### config.mk
export PLATFORM = sky130hd
export DESIGN_NAME = color_stabilizer
export DESIGN_NICKNAME = d
export VERILOG_FILES = /design/src/rtl/color_pkg.sv /design/src/rtl/color_debounce_ch.sv /design/src/rtl/color_stabilizer.sv
export SDC_FILE = /design/constraint.sdc
export NUM_CORES = 1
export LEC_CHECK = 0
export CAP_MARGIN = 25
export CORE_ASPECT_RATIO = 2
export CORE_MARGIN = 2
export CORE_UTILIZATION = 51
export DETAILED_ROUTE_END_ITERATION = 7
export HOLD_SLACK_MARGIN = 0.15
export PLACE_DENSITY = 0.84
export SLEW_MARGIN = 15
export SYNTH_ARGS = -nofsm -noshare
export SYNTH_HDL_FRONTEND = slang
export SYNTH_SLANG_ARGS = --single-unit
### constraint.sdc
create_clock -name clkus -period 1.9 [get_ports clkus]
set_input_delay 0.38 -clock clkus [delete_from_list [all_inputs] [get_ports clkus]]
set_output_delay 0.38 -clock clkus [all_outputs]
set_load 0.01 [all_outputs]
### src/rtl/color_pkg.sv
// Shared definitions for the colour stabiliser: colour codes, channel
// indices and the 2-bit colour type.
package color_pkg;

  typedef logic [1:0] color_t;

  localparam color_t COLOR_NONE  = 2'd0;
  localparam color_t COLOR_RED   = 2'd1;
  localparam color_t COLOR_GREEN = 2'd2;
  localparam color_t COLOR_BLUE  = 2'd3;

  localparam logic CH_OBJECT  = 1'b0;
  localparam logic CH_STATION = 1'b1;

endpackage

### src/rtl/color_debounce_ch.sv
// Per-channel colour debounce filter. On each sample tick the raw code is
// compared against a candidate; a candidate that repeats for the required
// number of consecutive ticks becomes the stable colour.
// Optional feature macro: COLOR_STABILIZER_HOLD_EN (dropping to NONE from a
// real colour then needs HOLD_COUNT samples instead of CONFIRM_COUNT).
module color_debounce_ch
  import color_pkg::*;
#(
  parameter int CONFIRM_COUNT = 3,
  parameter int HOLD_COUNT    = 8
) (
  input  logic   clkus_i,
  input  logic   rst_i,
  input  logic   tick_i,
  input  color_t sample_i,
  output color_t stable_o,
  output logic   valid_o,
  output logic   change_o,
  output color_t change_color_o
);

  localparam logic HOLD_EN =
`ifdef COLOR_STABILIZER_HOLD_EN
    1'b1;
`else
    1'b0;
`endif

  localparam logic [3:0] CONFIRM_RUN = 4'(CONFIRM_COUNT);
  localparam logic [3:0] HOLD_RUN    = 4'(HOLD_COUNT);

  color_t     cand_q, cand_d;
  logic [3:0] run_q, run_d;
  color_t     stable_q, stable_d;
  logic       valid_q, valid_d;
  logic [3:0] need_run;
  logic       change;

  // Candidate/run update and accept decision, evaluated only on a tick.
  always_comb begin
    cand_d   = cand_q;
    run_d    = run_q;
    stable_d = stable_q;
    valid_d  = valid_q;
    need_run = CONFIRM_RUN;
    change   = 1'b0;
    if (tick_i) begin
      if (sample_i == cand_q) begin
        if (run_q != 4'hF) begin
          run_d = run_q + 4'd1;
        end
      end else begin
        cand_d = sample_i;
        run_d  = 4'd1;
      end
      // Dropouts to NONE from a real colour wait longer when hold is built in.
      if (HOLD_EN && (cand_d == COLOR_NONE) && (stable_q != COLOR_NONE)) begin
        need_run = HOLD_RUN;
      end
      if ((run_d == need_run) && (cand_d != stable_q)) begin
        stable_d = cand_d;
        valid_d  = 1'b1;
        change   = 1'b1;
      end
    end
  end

  // Filter state registers.
  always_ff @(posedge clkus_i) begin
    if (rst_i) begin
      cand_q   <= COLOR_NONE;
      run_q    <= 4'd0;
      stable_q <= COLOR_NONE;
      valid_q  <= 1'b0;
    end else begin
      cand_q   <= cand_d;
      run_q    <= run_d;
      stable_q <= stable_d;
      valid_q  <= valid_d;
    end
  end

  // The strobe and its colour are combinational so the pending slot is
  // loaded on the same edge that updates the stable colour.
  assign stable_o       = stable_q;
  assign valid_o        = valid_q;
  assign change_o       = change;
  assign change_color_o = cand_d;

endmodule

### src/rtl/color_stabilizer.sv
// Colour stabiliser: periodic sampling of the object and station colour
// codes, per-channel debounce, and a one-slot-per-channel change event queue
// handed to Core through a valid/ack handshake (object has priority).
// Optional feature macro: COLOR_STABILIZER_HOLD_EN.
module color_stabilizer
  import color_pkg::*;
#(
  parameter int SAMPLE_PERIOD = 8000,
  parameter int CONFIRM_COUNT = 3,
  parameter int HOLD_COUNT    = 8
) (
  input  logic       clkus,
  input  logic       rst,
  input  logic [1:0] object_color_in,
  input  logic [1:0] station_color_in,
  output logic [1:0] object_color,
  output logic [1:0] station_color,
  output logic       object_valid,
  output logic       station_valid,
  output logic       evt_valid,
  output logic       evt_channel,
  output logic [1:0] evt_color,
  input  logic       evt_ack,
  output logic       evt_overrun
);

  localparam int CNT_W = (SAMPLE_PERIOD > 1) ? $clog2(SAMPLE_PERIOD) : 1;
  localparam logic [CNT_W-1:0] CNT_LAST = CNT_W'(SAMPLE_PERIOD - 1);

  logic [CNT_W-1:0] cnt_q, cnt_d;
  logic             tick;

  color_t raw          [2];
  color_t stable       [2];
  color_t change_color [2];
  color_t pcol_vec     [2];
  logic [1:0] valid_vec;
  logic [1:0] change_vec;
  logic [1:0] pend_vec;
  logic [1:0] ovr_hit;

  logic evt_valid_q, evt_valid_d;
  logic sel_q, sel_d;
  logic ovr_q, ovr_d;
  logic ack_fire;

  // Sample counter wraps at SAMPLE_PERIOD-1; the tick marks the last count.
  always_comb begin
    tick  = (cnt_q == CNT_LAST);
    cnt_d = tick ? '0 : cnt_q + 1'b1;
  end

  // Sample counter register.
  always_ff @(posedge clkus) begin
    if (rst) begin
      cnt_q <= '0;
    end else begin
      cnt_q <= cnt_d;
    end
  end

  assign raw[CH_OBJECT]  = object_color_in;
  assign raw[CH_STATION] = station_color_in;
  assign ack_fire        = evt_valid_q & evt_ack;

  genvar gi;
  generate
    for (gi = 0; gi < 2; gi++) begin : g_ch
      color_t pcol_q, pcol_d;
      logic   pend_q, pend_d;
      logic   clr;
      logic   hit;

      color_debounce_ch #(
        .CONFIRM_COUNT(CONFIRM_COUNT),
        .HOLD_COUNT   (HOLD_COUNT)
      ) u_debounce (
        .clkus_i       (clkus),
        .rst_i         (rst),
        .tick_i        (tick),
        .sample_i      (raw[gi]),
        .stable_o      (stable[gi]),
        .valid_o       (valid_vec[gi]),
        .change_o      (change_vec[gi]),
        .change_color_o(change_color[gi])
      );

      // Pending slot: latest change wins; an unacked overwrite flags overrun.
      always_comb begin
        clr    = ack_fire && (sel_q == 1'(gi));
        pend_d = pend_q;
        pcol_d = pcol_q;
        hit    = 1'b0;
        if (change_vec[gi]) begin
          pend_d = 1'b1;
          pcol_d = change_color[gi];
          hit    = pend_q && !clr;
        end else if (clr) begin
          pend_d = 1'b0;
        end
      end

      // Pending slot registers.
      always_ff @(posedge clkus) begin
        if (rst) begin
          pend_q <= 1'b0;
          pcol_q <= COLOR_NONE;
        end else begin
          pend_q <= pend_d;
          pcol_q <= pcol_d;
        end
      end

      assign pend_vec[gi] = pend_q;
      assign pcol_vec[gi] = pcol_q;
      assign ovr_hit[gi]  = hit;
    end
  endgenerate

  // Arbiter: latch a selection when idle, hold it until acknowledged.
  always_comb begin
    evt_valid_d = evt_valid_q;
    sel_d       = sel_q;
    ovr_d       = ovr_q | (|ovr_hit);
    if (evt_valid_q) begin
      if (evt_ack) begin
        evt_valid_d = 1'b0;
      end
    end else if (|pend_vec) begin
      evt_valid_d = 1'b1;
      sel_d       = pend_vec[CH_OBJECT] ? CH_OBJECT : CH_STATION;
    end
  end

  // Handshake, selection and sticky overrun registers.
  always_ff @(posedge clkus) begin
    if (rst) begin
      evt_valid_q <= 1'b0;
      sel_q       <= 1'b0;
      ovr_q       <= 1'b0;
    end else begin
      evt_valid_q <= evt_valid_d;
      sel_q       <= sel_d;
      ovr_q       <= ovr_d;
    end
  end

  assign object_color  = stable[CH_OBJECT];
  assign station_color = stable[CH_STATION];
  assign object_valid  = valid_vec[CH_OBJECT];
  assign station_valid = valid_vec[CH_STATION];
  assign evt_valid     = evt_valid_q;
  assign evt_channel   = sel_q;
  assign evt_color     = evt_valid_q ? pcol_vec[sel_q] : COLOR_NONE;
  assign evt_overrun   = ovr_q;

endmodule

==> run_results.csv, run 1 <==
group,metric,value,unit
sta,min_period,1870,ps
pwr,max-vdd-ir-drop,0.939,mV
cts,cts_tree,"done",
synthesis,synth_top_cell_by_area,"dfxtp_1",
sta,finalCritPeriodShare,98.4,%
detailed_routing,vias,1746,
synthesis,synth-edff-count,0,
sta,hold_viol,0,
detailed_routing,firstDrtPassIters,4,
synthesis,synth_seq_area_share,41.8,%
layout,areaGrowthSynthToFinish,31.1,%
pwr,powerDensity,702,nW/um2
place,dpl.hpwl,3290,um
synthesis,yosysWarnings,0,
cts,clkSinkCount,40,
min_path,min_to,"g_ch[1].pcol_q[1]$_SDFFE_PP0P_",
setup_path,required,2120,ps
layout,diodes,0,
global_routing,grt_max_degree,17,
global_routing,grt_pass1_wl,7830,um
global_routing,grt_overflow,0,
synthesis,synth_top_area_share,41.8,%
floorplanning,row_count,31,
pwr,clkPwrFrac,46.5,%
synthesis,synth_area,1920,um2
setup_path,reg2regPathDepth,6,
place,dp_slack,-163,ps
synthesis,synthCells,208,
pwr,power_switching_share,20.5,%
detailed_routing,ant_nets,0,
setup_path,r2r_end,"g_ch[1].u_debounce.stable_o[0]$_SDFFE_PP0P_",
global_routing,grtUsageMet1,26.2,%
pwr,p_leak,0.972,nW
min_path,holdCritPathClass,"register to register",
setup_path,r2r-start,"cnt_q[6]$_SDFF_PP0_",
layout,nets,263,
cts,cts_root_buf,"clkbuf_8",
place,dp_cells,286,
synthesis,synth.distinct_cells,44,
global_routing,grt_pass1_vias,1762,
sta,max_freq,0.535,GHz
synthesis,synth_area_leaders,"dfxtp_1, nand2_1, mux2i_1",
pwr,switchingPower,362,uW
detailed_routing,route.detailed.drc,0,
detailed_routing,via_per_inst,5.78,
floorplanning,die_h,90.7,um
layout,drive_gt1_share,23.7,%
layout,fin_cells,302,
sta,drv_slew,0,
sta,rsz0062_at_grt,"true",
sta,fin_skew,7.41,ps
outcome,status,"finished, final reports clean",
setup_path,critPathArrivalTime,2090,ps
synthesis,async_flop_share,0,%
sta,slew_headroom,63.7,%
cts,cts_buffer_depth,2,
layout,final_cell_mix,"dfxtp_1, buf_4, nand2_1",
setup_path,critPathMaxFanout,6,
synthesis,synth_nets,218,
pwr,power.internal,1.40,mW
min_path,hp-start,"g_ch[1].pcol_q[1]$_SDFFE_PP0P_",
sta,setup_viol,0,
layout,final_util,69.7,%
synthesis,avgSynthCellArea,9.22,um2
floorplanning,die_area,4290,um2
floorplanning,core_area,3610,um2
cts,clk_latency,300,ps
flow_run,drv_cap,0,
floorplanning,io_pins,18,
cts,clkSlewWorstSetupHoldPaths,80,ps
sta,fin_ws,29.7,ps
place,place.gp.congestion,0.790,
setup_path,end_kind,"register",
setup_path,path_class,"register to register",
pwr,p_comb_share,5.5,%
layout,layout_commonest_cell,"dfxtp_1",
global_routing,grt_antenna_before_repair,0,
floorplanning,start_util,53.1,%
global_routing,grt_use_met3,4.20,%
cts,h-tree-depth,2,
place,io_buffer_count,17,
global_routing,gr-usage-all-layers,24.7,%
setup_path,critPathLaunchType,"register",
floorplanning,die_w,47.4,um
detailed_routing,wl_per_cell,16.2,um
synthesis,synth-seq-cells,40,
detailed_routing,drt-initial-drc-count,23,
pwr,p_seq_share,48.0,%
layout,fillCellCount,266,
global_routing,top_usage_layer,"met2",
detailed_routing,finalWirelength,4900,um
global_routing,grt_use_met2,42.6,%
sta,tightest_slew,540,ps
min_path,holdPathStages,2,
cts,cts_made_buffers,5,
setup_path,reg2reg_slack,30,ps
synthesis,synth_ff_type,"dfxtp_1",
## kinds of logic after synthesis
kind of cell	share of synthesized area (%)
and+or+nand+nor	21.0
AOI/OAI and AO/OA	16.9
DFF	41.8
xor gates and xnor gates	7.77
buffers and inverters	4.76
muxes	5.81
adders and majority gates	1.96
## power groups by stage
stage / sequential (mW) / clock (mW) / combinational, mW
3_5_place_dp: 0.867 / 0 / 0.0893
6_report: 0.847 / 0.821 / 0.0963
3_3_place_gp: 0.867 / 0 / 0.0865
5_1_grt: 0.848 / 0.855 / 0.102
2_1_floorplan: 0.867 / 0 / 0.0409
4_1_cts: 0.848 / 0.823 / 0.0926
## per-layer routing
layer  up-vias  part of all wire (%)
met2        45                    57
met4         0                   3.9
li1        832                     -
met1       850                    36
met3        19                   3.3
met5         -                     0
## layout make-up
cell class	instances	area (um2)	share of cell area [%]
Multi-Input combinational cell	151	1080	43.1
Inverter	7	26.3	1.05
Tap cell	49	61.3	2.44
Timing Repair Buffer	48	404	16.1
Sequential cell	40	810	32.2
Clock inverter	2	60.1	2.39
Clock buffer	5	68.8	2.74
## worst max-delay path by stage
stage                                                        start                                     endpoint  cells past startpoint
after global routing                           cnt_q[6]$_SDFF_PP0_               g_ch[1].pcol_q[1]$_SDFFE_PP0P_                      6
after floorplan           g_ch[1].u_debounce.run_q[0]$_SDFFE_PP0N_               g_ch[1].pcol_q[0]$_SDFFE_PP0P_                      6
final                                          cnt_q[6]$_SDFF_PP0_  g_ch[1].u_debounce.stable_o[0]$_SDFFE_PP0P_                      6
after global placement                          object_color_in[0]  g_ch[0].u_debounce.stable_o[1]$_SDFFE_PP0P_                      6
after detailed placement                       station_color_in[0]  g_ch[1].u_debounce.stable_o[0]$_SDFFE_PP0P_                      6
after CTS                 g_ch[1].u_debounce.run_q[0]$_SDFFE_PP0N_  g_ch[1].u_debounce.stable_o[0]$_SDFFE_PP0P_                      6
## per-stage QoR
step / total power, mW / setup TNS (ps) / hold WS (ps) / cell area, um2
2_1_floorplan: 0.908 / 0 / 430 / 1920
3_3_place_gp: 0.953 / -365 / 445 / 2250
3_5_place_dp: 0.957 / -1440 / 452 / 2250
4_1_cts: 1.76 / -3.23 / 462 / 2390
5_1_grt: 1.81 / -79.4 / 486 / 2510
6_report: 1.76 / 0 / 463 / 2510
## repair_timing
item | in CTS | in global routing
resized for setup | 3 | 14
pin swaps | 0 | 5
setup endpoints to repair | 6 | 14
buffers inserted | 0 | 8
hold buffers | 0 | 0
cloned | 0 | 1
## registers in the layout (all words and copies together) (netlist names)
| name | count |
|---|---|
| evt_overrun | 1 |
| evt_channel | 1 |
| g_ch.u_debounce.stable_o | 4 |
| g_ch.pend_q | 2 |
| g_ch.pcol_q | 4 |
| cnt_q | 13 |
| g_ch.u_debounce.cand_q | 4 |
| g_ch.u_debounce.valid_o | 2 |
| g_ch.u_debounce.run_q | 8 |
| evt_valid | 1 |
## cell usage after synthesis, drive strengths merged (4+ instances only)
cell and instances:
a211oi 8, a21oi 11, buf 6, clkbuf 4, dfxtp 40, inv 7
mux2i 10, nand2 29, nand3 8, nand4 5, nor2 15, nor3 4
nor4 4, o21ai 8, xnor2 9, xor2 8
## critical path, cell delays in order (launching register included)
cell,delay [ps]
dfxtp_4,360
or3b_4,420
nor4_4,300
buf_4,210
and3_4,190
buf_6,120
mux2i_1,190
No activity file was read; power rests on OpenSTA's default activity.
==> run 2: changes to the inputs <==
--- a/config.mk
+++ b/config.mk
@@ -9,6 +9,7 @@
 export CORE_ASPECT_RATIO = 2
 export CORE_MARGIN = 2
 export CORE_UTILIZATION = 51
+export CTS_CLUSTER_SIZE = 40
 export DETAILED_ROUTE_END_ITERATION = 7
 export HOLD_SLACK_MARGIN = 0.15
 export PLACE_DENSITY = 0.84
==> results of run 2 <==
No change in the layout: final DEF, timing and power equal those of run 1.
==> run 3: changes to the inputs <==
--- a/config.mk
+++ b/config.mk
@@ -5,14 +5,17 @@
 export SDC_FILE = /design/constraint.sdc
 export NUM_CORES = 1
 export LEC_CHECK = 0
+export ABC_AREA = 1
 export CAP_MARGIN = 25
+export CELL_PAD_IN_SITES_DETAIL_PLACEMENT = 0
+export CELL_PAD_IN_SITES_GLOBAL_PLACEMENT = 1
 export CORE_ASPECT_RATIO = 2
 export CORE_MARGIN = 2
-export CORE_UTILIZATION = 51
+export CORE_UTILIZATION = 37
 export CTS_CLUSTER_SIZE = 40
 export DETAILED_ROUTE_END_ITERATION = 7
 export HOLD_SLACK_MARGIN = 0.15
-export PLACE_DENSITY = 0.84
+export PLACE_DENSITY = 0.83
 export SLEW_MARGIN = 15
 export SYNTH_ARGS = -nofsm -noshare
 export SYNTH_HDL_FRONTEND = slang
==> run 3 against run 2 <==
  * Clock-buffer cell count rose by 1
  * Setup slack improved by 68 ps
  * First-iteration DRC count is 43% higher
  * Die area is 36% higher
  * Sequential power is essentially flat
  * Cell area down 7.8%
  * Clock skew is 2.3 ps lower
  * Critical path depth decreased by 2
  * Synthesized area increased by 0.85%
  * Synthesized cell count grew 25%
  * Clock power is 36% lower
  * Critical endpoint is now evt_color[0]
==> run_results.csv, run 3 <==
group,metric,value,unit
outcome,status,"finished, final reports clean",
setup_path,critPathLaunchType,"register",
layout,multiInputGateArea,968,um2
detailed_routing,route.detailed.drc,0,
layout,drive_gt1_share,13.8,%
layout,top_regs,"cnt_q: 13 flops, g_ch.u_debounce.run_q: 8 flops",
min_path,holdCritPathClass,"register to register",
global_routing,grt_antenna_before_repair,0,
global_routing,grt_overflow,0,
place,io_buffer_count,17,
sta,rsz0062_at_grt,"false",
sta,tightest_slew,219,ps
floorplanning,die_area,5850,um2
synthesis,synth.distinct_cells,30,
detailed_routing,finalWirelength,3830,um
synthesis,synth_xor_area_share,4.53,%
detailed_routing,ant_nets,0,
sta,min_period,1800,ps
floorplanning,row_count,37,
layout,areaGrowthSynthToFinish,19.9,%
detailed_routing,via_per_inst,4.83,
layout,final_cell_mix,"nand2_1, dfxtp_1, inv_1",
pwr,max-vdd-ir-drop,0.456,mV
layout,largest_reg_flops,13,
global_routing,grt_pass1_vias,1592,
global_routing,grt_pass1_wl,6760,um
synthesis,post-synth-top-count-cell,"nand2_1",
floorplanning,start_util,38.0,%
setup_path,end_kind,"output port",
synthesis,synth_common_cells,"nand2_1, dfxtp_1, inv_1, nor2_1, a21oi_1",
pwr,powerDensity,627,nW/um2
floorplanning,die_h,106,um
synthesis,synth_area,1930,um2
layout,fin_area,2320,um2
pwr,p_leak,0.918,nW
detailed_routing,drt-initial-drc-count,33,
layout,fillCellCount,555,
cts,postCtsSetupRepairBufs,0,
synthesis,synth_fa_ha_area_share,1.94,%
cts,cts.repair.resized,0,
layout,nets,300,
synthesis,synth_seq_area_share,41.4,%
synthesis,yosys.area_share.simple,32.6,%
setup_path,path_class,"register to output port",
floorplanning,die_w,55.1,um
synthesis,synth-edff-count,0,
layout,regArea,803,um2
detailed_routing,wl_per_cell,11.0,um
detailed_routing,firstDrtPassIters,4,
synthesis,synth_top_cell_by_area,"dfxtp_1",
synthesis,avgSynthCellArea,7.41,um2
layout,final_util,45.5,%
setup_path,critPathArrivalTime,1420,ps
setup_path,required,1520,ps
sta,fin_tns_setup,0,ps
flow_run,drv_cap,0,
synthesis,synth-seq-cells,40,
sta,finalCritPeriodShare,94.9,%
cts,clk_latency,290,ps
cts,h-tree-depth,2,
cts,cts_made_buffers,5,
floorplanning,io_pins,18,
synthesis,async_flop_share,0,%
sta,hold_viol,0,
synthesis,synth_top_area_share,41.4,%
detailed_routing,vias,1680,
sta,fin_skew,5.14,ps
place,dpl.hpwl,3030,um
setup_path,critPathMaxFanout,6,
synthesis,synth_top_family_by_area,"simple AND/OR/NAND/NOR gates",
synthesis,muxShareOfSynthArea,0,%
synthesis,synth_area_leaders,"dfxtp_1, nand2_1, inv_1",
synthesis,synth_ff_type,"dfxtp_1",
place,placed_area,2240,um2
cts,cts_root_buf,"clkbuf_8",
cts,cts_buffer_depth,2,
global_routing,grt_max_degree,24,
sta,max_freq,0.555,GHz
synthesis,synth-compound-area-share,11.0,%
sta,drv_slew,0,
layout,diodes,0,
sta,slew_headroom,85.3,%
global_routing,gr-usage-all-layers,15.5,%
cts,clkSlewWorstSetupHoldPaths,70,ps
cts,cts.hold.buffers_added,0,
pwr,p_total,1.45,mW
floorplanning,core_area,5090,um2
cts,cts_tree,"done",
synthesis,yosysWarnings,0,
cts,clkSinkCount,40,
synthesis,synthCells,261,
place,place.gp.congestion,0.774,
sta,setup_viol,0,
synthesis,synth_nets,271,
layout,top_register,"cnt_q",
layout,layout_commonest_cell,"nand2_1",
==> run 3: changes by cell type in the layout (fill, tap and decap cells not counted), sizes merged, moves of 4 or more <==
cell,previous run,this run
mux2i,10,0
nor2,15,31
a21oi,11,20
a211oi,8,2
buf,31,9
nand3,8,20
nand2,29,63
o22ai,1,9
inv,7,38
xor2,8,4
nor4,4,0
==> run 3: worst paths after layout <==
check / endpoint / cells past startpoint / slack (ps) / start
setup / recovery: evt_color[0] / 4 / 100 / evt_channel$_SDFFE_PP0P_
setup reg to reg: g_ch[0].pcol_q[0]$_SDFFE_PP0P_ / 8 / 200 / cnt_q[0]$_SDFF_PP0_
hold / removal: g_ch[1].u_debounce.valid_o$_SDFFE_PP0P_ / 2 / 450 / g_ch[1].u_debounce.valid_o$_SDFFE_PP0P_
hold reg to reg: g_ch[1].u_debounce.valid_o$_SDFFE_PP0P_ / 2 / 450 / g_ch[1].u_debounce.valid_o$_SDFFE_PP0P_
==> run 3: critical path: stages (launching register included) <==
cell and delay (ps):
dfxtp_2 350, inv_2 80, nor2_1 40, nor2_1 120, clkdlybuf4s50_1 550
==> run 3: metal layers <==
metal / track usage (%) / up-vias / wire [um]
met1: 16.1 / 762 / 1460
met4: 7.49 / 0 / 84
met5: 0 / - / 0
met2: 27.9 / 17 / 2210
met3: 2.67 / 6 / 81
li1: - / 895 / -
==> run 3: per-stage QoR <==
stage,cells,worst slack (ps),hold slack [ps]
after floorplan,261,443,418
after global placement,341,-49.6,431
after detailed placement,341,-59.5,439
after CTS,348,11.6,453
after global routing,348,19.2,472
final,348,97.7,449
==> run 3: final cells by class <==
type                    count  area share [%]
flip-flops and latches     40            34.6
well taps                  58            3.13
inverters                  39            6.31
clock buffers               6            3.13
multi-input cells         178            41.8
clock inverters             1           0.216
repair buffers             26            10.8
==> run 3: logic make-up after synthesis <==
kind of cell | count (synthesis)
fa+ha+maj | 3
simple gates | 127
flops | 40
compound gates | 38
xor+xnor | 10
buf+inv | 43
==> run 3: where the power goes <==
part           internal [mW]  switching (mW)
sequential             0.843         0.00409
combinational         0.0405          0.0427
clock                  0.250           0.273
